`config.mk`:
```
export PLATFORM = sky130hd
export DESIGN_NAME = eq_band_mixer
export DESIGN_NICKNAME = d
export VERILOG_FILES = /design/src/rtl/eq_band_mixer.sv
export SDC_FILE = /design/constraint.sdc
export NUM_CORES = 2
export LEC_CHECK = 0
export ABC_AREA = 1
export ABC_CLOCK_PERIOD_IN_PS = 10960
export CAP_MARGIN = 15
export CORE_ASPECT_RATIO = 0.7
export CORE_MARGIN = 2
export CORE_UTILIZATION = 42
export DETAILED_ROUTE_END_ITERATION = 16
export RECOVER_POWER = 25
export SLEW_MARGIN = 10
export SYNTH_ARGS = -nofsm -noshare
export SYNTH_HDL_FRONTEND = slang
export SYNTH_SLANG_ARGS = --single-unit
```
`constraint.sdc`:
```
create_clock -name clk -period 10.96 [get_ports clk]
set_input_delay 2.192 -clock clk [delete_from_list [all_inputs] [get_ports clk]]
set_output_delay 2.192 -clock clk [all_outputs]
set_load 0.01 [all_outputs]
```
`src/rtl/eq_band_mixer.sv`:
```
// eq_band_mixer: weights the ten filter-bank band samples by programmable
// signed gains and sums them with a single time-multiplexed MAC. The result is
// rounded half-up, saturated to DATA_W bits and presented with a one-cycle
// out_valid pulse.
module eq_band_mixer #(
    parameter int NUM_BANDS = 10,
    parameter int DATA_W    = 24,
    parameter int GAIN_W    = 16,
    parameter int GAIN_FRAC = 14
) (
    input  logic                        clk,
    input  logic                        reset_n,
    input  logic                        enable,
    input  logic                        sample_valid,
    input  logic [NUM_BANDS*DATA_W-1:0] bands_in,
    input  logic                        gain_wr_en,
    input  logic [3:0]                  gain_addr,
    input  logic [GAIN_W-1:0]           gain_data,
    input  logic                        overrun_clr,
    output logic [DATA_W-1:0]           audio_out,
    output logic                        out_valid,
    output logic                        busy,
    output logic                        overrun
);

    localparam int PROD_W = DATA_W + GAIN_W;
    localparam int ACC_W  = PROD_W + 4;
    localparam int QW     = ACC_W - GAIN_FRAC;

    localparam logic [1:0] IDLE = 2'd0;
    localparam logic [1:0] MAC  = 2'd1;
    localparam logic [1:0] DONE = 2'd2;

    localparam logic [3:0]               LAST_IDX = 4'(NUM_BANDS - 1);
    localparam logic signed [GAIN_W-1:0] UNITY    = GAIN_W'(2 ** GAIN_FRAC);
    localparam logic signed [ACC_W-1:0]  HALF_LSB = ACC_W'(2 ** (GAIN_FRAC - 1));
    localparam logic signed [QW-1:0]     Q_MAX    = {{(QW - DATA_W + 1){1'b0}}, {(DATA_W - 1){1'b1}}};
    localparam logic signed [QW-1:0]     Q_MIN    = {{(QW - DATA_W + 1){1'b1}}, {(DATA_W - 1){1'b0}}};

    logic [1:0]               state;
    logic [3:0]               idx;
    logic signed [ACC_W-1:0]  acc;
    logic signed [DATA_W-1:0] band_r      [NUM_BANDS];
    logic signed [GAIN_W-1:0] gain_shadow [NUM_BANDS];
    logic signed [GAIN_W-1:0] gain_active [NUM_BANDS];
    logic signed [PROD_W-1:0] prod;
    logic signed [ACC_W-1:0]  prod_ext;
    logic                     capture;
    logic                     drop;

    // Round half-up by adding half an LSB before dropping the fraction, then clamp.
    function automatic logic signed [DATA_W-1:0] round_sat(input logic signed [ACC_W-1:0] a);
        logic signed [ACC_W-1:0] r;
        logic signed [QW-1:0]    q;
        r = a + HALF_LSB;
        q = r[ACC_W-1:GAIN_FRAC];
        if (q > Q_MAX)
            return Q_MAX[DATA_W-1:0];
        else if (q < Q_MIN)
            return Q_MIN[DATA_W-1:0];
        else
            return q[DATA_W-1:0];
    endfunction

    assign capture  = enable && (state == IDLE) && sample_valid;
    assign drop     = enable && (state != IDLE) && sample_valid;
    assign busy     = (state != IDLE);
    assign prod     = PROD_W'(band_r[idx]) * PROD_W'(gain_active[idx]);
    assign prod_ext = {{(ACC_W - PROD_W){prod[PROD_W-1]}}, prod};

    // Shadow gain bank: host writes land here at any time; out-of-range indices are ignored.
    always_ff @(posedge clk or negedge reset_n) begin
        if (!reset_n) begin
            for (int i = 0; i < NUM_BANDS; i++) gain_shadow[i] <= UNITY;
        end else if (gain_wr_en && (int'(gain_addr) < NUM_BANDS)) begin
            gain_shadow[gain_addr] <= gain_data;
        end
    end

    // Active gains are snapshotted at capture so a sample never sees a mid-sum gain change.
    always_ff @(posedge clk or negedge reset_n) begin
        if (!reset_n) begin
            for (int i = 0; i < NUM_BANDS; i++) gain_active[i] <= UNITY;
        end else if (capture) begin
            gain_active <= gain_shadow;
        end
    end

    // Band samples are latched at capture and stay stable for the whole MAC sweep.
    always_ff @(posedge clk) begin
        if (capture) begin
            for (int i = 0; i < NUM_BANDS; i++) band_r[i] <= bands_in[DATA_W*i +: DATA_W];
        end
    end

    // Sequencer: IDLE -> MAC (one band per clock) -> DONE; everything holds while enable is low.
    always_ff @(posedge clk or negedge reset_n) begin
        if (!reset_n) begin
            state <= IDLE;
            idx   <= 4'd0;
            acc   <= '0;
        end else if (enable) begin
            case (state)
                IDLE: begin
                    if (sample_valid) begin
                        state <= MAC;
                        idx   <= 4'd0;
                        acc   <= '0;
                    end
                end
                MAC: begin
                    acc <= acc + prod_ext;
                    idx <= idx + 4'd1;
                    if (idx == LAST_IDX) state <= DONE;
                end
                DONE:    state <= IDLE;
                default: state <= IDLE;
            endcase
        end
    end

    // Output register: rounded, saturated sum published with a single-cycle strobe.
    always_ff @(posedge clk or negedge reset_n) begin
        if (!reset_n) begin
            audio_out <= '0;
            out_valid <= 1'b0;
        end else if (enable && (state == DONE)) begin
            audio_out <= round_sat(acc);
            out_valid <= 1'b1;
        end else begin
            out_valid <= 1'b0;
        end
    end

    // Sticky overrun: a new drop on the same edge as a clear keeps the flag set.
    always_ff @(posedge clk or negedge reset_n) begin
        if (!reset_n)
            overrun <= 1'b0;
        else if (drop)
            overrun <= 1'b1;
        else if (enable && overrun_clr)
            overrun <= 1'b0;
    end

endmodule

```
**After elaboration in Yosys (flattened, before gate mapping)**

Memory sizes are Yosys's and may differ from the RTL's.
Index checks and enable logic that the tools add are counted.

- Multipliers: 1
- Bitwise gates (word level): 2
- Add/subtract/negate cells: 3
- Equality and inequality tests: 5
- Mux-type cells: 20
- Magnitude comparators: 6
- Reduce and logical (&&, ||, !) cells: 14

Operators by type and width:

| operator | number |
|---|---|
| $bwmux W160 | 1 |
| $pmux W44 S2 | 1 |
| $bmux W16 S4 | 1 |
| $demux W16 S4 | 1 |
| $mux W16 | 3 |
| $mux W24 | 2 |
| $add A44 B15 Y44 const B | 1 |
| $add A44 B40 Y44 | 1 |
| $mux W44 | 1 |
| $mul A24 B16 Y40 | 1 |
| $gt A30 B24 Y1 const B | 1 |
| $lt A30 B24 Y1 const B | 1 |
| $ge A5 B5 Y1 const B | 2 |
| $not A4 Y5 | 2 |
| $logic_and A1 B1 Y1 | 8 |
| $pmux W4 S2 | 1 |
| $reduce_and A3 Y1 | 2 |
| $reduce_bool A2 Y1 | 3 |
| $lt A5 B1 Y1 const B | 1 |
| $mux W1 | 5 |
| $add A4 B1 Y4 const B | 1 |
| $eq A4 B4 Y1 const B | 1 |
| $lt A4 B4 Y1 const B | 1 |
| $mux W2 | 2 |
| 6 further kinds | 7 |

- Logic and storage cells: 78
- Register bits after elaboration: 396
- Bits in writable memories: 240
- Output and inout port bits: 27
- Input port bits: 266
- Memories kept: 1

Memories:

| memory | depth | width | read ports | clocked after memory_dff | write ports | line | source |
|---|---|---|---|---|---|---|---|
| band_r | 10 | 24 | 1 | 0 | 10 | 43 | `logic signed [DATA_W-1:0] band_r [NUM_BANDS];` |

**Depth between registers and ports, before layout**

- Depth in word-level cells: 7
- Gate-level depth with buffers: 37
- Depth with buffers taken out: 34

**Worst setup path after synthesis**

OpenSTA, ideal clock, no wires.

- Kind: input -> register
- Start point: in sample_valid
- End point: mem band_r[0][0] (enable)
- Data required time: 10.261 ns
- Setup slack: 0.947 ns
- Data arrival time: 9.314 ns
- Stages: 3
- Path through: nand2_1 > nor2_1 > clkbuf_1

RTL lines:

| element | line | source |
|---|---|---|
| start, declared | 14 | `input logic sample_valid,` |
| end, declared | 43 |  |

**Worst setup path in the final report**

- Start point: reg idx[2]
- End point: reg acc[43]

- Longest elaborated chain between the ends: 7
- Elaborated cells between the ends (all ways): 8
- Those cells by class: add/sub: 1; mul: 1; mux: 4; bitwise: 1; memory: 1

RTL lines:

| element | line | source |
|---|---|---|
| start, declared | 41 | `logic [3:0] idx;` |
| start signal, assigned | 113 | `idx <= idx + 4'd1;` |
| $not A4 Y5 (not written as such) | 68 | `assign prod = PROD_W'(band_r[idx]) * PROD_W'(gain_active[idx]);` |
| $bmux W16 S4 | 68 |  |
| $mux W16 (not written as such) (2 in series) | 68 |  |
| $mul A24 B16 Y40 * | 68 |  |
| $add A44 B40 Y44 * | 112 | `acc <= acc + prod_ext;` |
| $pmux W44 S2 * | 103 | `case (state)` |
| end signal, assigned | 112 |  |
| end, declared | 42 | `logic signed [ACC_W-1:0] acc;` |

Every way passes the cells marked *; elsewhere a longest branch is shown, timed or not. The select of a mux whose other input is x is not followed.
A chain may end at the register's enable or synchronous reset.

==> summary.md <==
| Metric | Value |
|---|---|
| Worst-margin pin slew | `~4.7 ns` |
| GR Overflow Total | `0` |
| Worst-skew pair later-pin latency | `approximately 0.68 ns` |
| Fmax | `between 100 and 150 MHz` |
| Setup TNS | `0 ns` |
| Die area | `around 0.10 mm²` |
| Crit. End Element | `flop` |
| Clock skew | `between 0.03 and 0.04 ns` |
| Status | `finished, violations left` |
| Asr flop ratio synth | `62.26%` |
| Nets | `around 6000` |
| Vias per inst | `approximately 5` |
| Width of the die | `between 300 and 400 µm` |
| Post-synthesis sequential area ratio | `39.88%` |
| RSZ-0062 raised after global routing | `no` |
| Failing checks | `max-capacitance violations, max-slew violations` |
| Synth Register Bits | `around 640` |
| Fin crit share | `82.07%` |
| EDFF count, synth | `240` |
| Initial Util | `42.24%` |
| Cells after synthesis | `4832` |
| Fillers | `9717` |
| DRC Markers | `0` |
| Cell chosen for the clock root | `clkbuf_16` |
| Syn_nets | `between 5000 and 6000` |
| Tmin final | `between 8 and 9 ns` |
| Worst path slowest cell | `fa_1` |
| Core area | `between 0.1 and 0.15 mm²` |
| IO buf count | `about 290` |
| Vias | `32890` |
| Synthesized area per cell | `~8.9 µm²` |
| CTS H-tree depth | `3` |
| Commonest cells after routing, fill and taps aside | `nand2_1 (1246), inv_1 (888), o21ai_0 (488)` |
| Hold Vio Cnt, Final | `0` |
| First-pass GRT wire length | `around 200000 µm` |
| Drt pass-1 iters | `7` |
| Clock Path Buffers | `3` |
| Distinct cells, synth | `46` |
| Commonest non-fill, non-tap cell in the layout | `nand2_1` |
| Worst Hold Class | `flop to flop` |
| Max Cap Viol | `1` |
| Crit path kind | `flop to flop` |
| Share of cells above drive strength 1 | `a little under 5%` |
| Largest net degree at the start of global routing | `between 150 and 200` |
| Vias in the first global route | `between 30000 and 40000` |
| Starting DRT DRC Count | `around 2600` |
| Critical Path Start Type | `flop` |
| Synthesis Warnings | `0` |
| Die height | `between 200 and 300 µm` |
| WP data required | `about 12 ns` |
| All-Layer GR Usage | `24.87%` |
| Top FF cell, synth | `dfrtp_1` |
| Post-CTS setup buffer count | `0` |
| Max Slew Vio Count | `~80` |
| Io pins | `~290` |
| Layout Area Growth over Synthesis | `15.44%` |
| Slew margin rel. | `-213.6%` |
| Final setup fails | `0` |
| Critical path's most frequent cell | `inv_1` |
| CTS Hold Bufs | `0` |
| Worst path max stage delay | `approximately 0.84 ns` |
| Synthesized area | `around 0.043 mm²` |
| Critical Path Fanout Max | `24` |
| DR WL/cell | `roughly 20 µm` |
| Antenna violations before repair | `20` |
| # rows | `a little under 100` |
| Clock transition at path regs | `around 0.07 ns` |
| Hpwl dp | `about 94000 µm` |
| Sink Count | `around 640` |
| Inserted Clock Buffers | `70` |
| Final ANT Viol Nets | `0` |
| RePlAce Congestion | `0.9199` |
| CTS tree | `done` |
| Total Wirelength | `127000 µm` |
| Post-CTS sizing | `0` |
| WP data arrival | `9.54 ns` |
[Yosys cell counts, drive strengths merged (20+ instances only)]
| cell type | n | share of area (%) |
|---|---|---|
| fa | 434 | 20 |
| o211ai | 32 | 0.56 |
| nand2 | 1248 | 11 |
| o221ai | 48 | 0.98 |
| a21oi | 99 | 1.2 |
| o22ai | 28 | 0.41 |
| ha | 126 | 3.7 |
| dfstp | 20 | 1.2 |
| o21ai | 516 | 6.2 |
| nand3 | 67 | 0.78 |
| inv | 892 | 7.8 |
| edfxtp | 240 | 17 |
| clkbuf | 124 | 1.1 |
| buf | 88 | 1.1 |
| nor2 | 393 | 3.5 |
| dfrtp | 376 | 22 |
[metrics by stage]
step | utilization (%) | hold slack, ns | std cells | worst slack (ns) | area, µm²
6_report | 48.76 | 0.4648 | 6466 | 1.966 | 49620
5_1_grt | 48.74 | 0.4747 | 6459 | 1.339 | 49600
4_1_cts | 48.74 | 0.4632 | 6452 | 2.021 | 49600
2_1_floorplan | - | 0.4366 | 4832 | 0.9474 | 42990
3_3_place_gp | 46.38 | 0.4500 | 6323 | 2.187 | 47200
3_5_place_dp | 46.38 | 0.4539 | 6323 | 2.061 | 47200
[state kept, by name, indices dropped and copies added, names as in the netlist, 2 cells and up]
register     count
acc             44
audio_out       24
band_r         240
gain_active    160
gain_shadow    160
idx              4
state            2
[critical path: cells and delay by family, from the launching register on]
family	cells	cell delay, ns
AND/OR/NAND/NOR	11	1.59
AO/OA/AOI/OAI	2	0.81
flip-flops	1	0.63
adder cells (fa/ha/maj)	7	4.19
buffers and inverters	9	1.65
[area by class of cell]
class	count	area, µm²	share of cell area (%)
well taps	1350	1689	3.404
flip-flops and latches	636	17150	34.56
clock inverters	32	402.9	0.8119
multi-input cells	3090	21590	43.51
repair buffers	353	3396	6.844
clock buffers	97	1993	4.017
inverters	894	3366	6.783
diodes	14	35.03	0.07060
[final timing paths]
check                                              from                            to  slack (ns)  cells past startpoint
hold reg to reg            gain_active[158]$_DFFE_PN1P_  gain_active[158]$_DFFE_PN1P_        0.46                      2
max in group asynchronous                       reset_n      audio_out[7]$_DFFE_PN0P_        4.30                      3
min in group asynchronous                       reset_n   gain_shadow[88]$_DFFE_PN0P_        3.21                      1
hold / removal             gain_active[158]$_DFFE_PN1P_  gain_active[158]$_DFFE_PN1P_        0.46                      2
setup reg to reg                     idx[2]$_DFFE_PN0P_           acc[43]$_DFFE_PN0P_        1.97                     29
setup / recovery                     idx[2]$_DFFE_PN0P_           acc[43]$_DFFE_PN0P_        1.97                     29
[per-layer routing]
| metal | routed length (µm) | track usage [%] |
|---|---|---|
| met1 | 61420 | 37.94 |
| met4 | 1965 | 4.763 |
| met5 | 125 | 0 |
| met3 | 10350 | 5.820 |
| met2 | 53120 | 36.08 |
[logic make-up after synthesis]
| group | after synthesis | share of synthesized area, % |
|---|---|---|
| multiplexers | 6 | 0.1397 |
| XOR/XNOR | 27 | 0.5501 |
| adder cells (fa/ha/maj) | 560 | 23.88 |
| AND/OR/NAND/NOR | 1743 | 15.63 |
| buffers and inverters | 1106 | 9.984 |
| flip-flops | 636 | 39.88 |
| AO/OA/AOI/OAI | 754 | 9.935 |
Power is left out: the tool's default activity adds up to more than one toggle a clock period on the data nets, which glitch-free logic cannot reach.
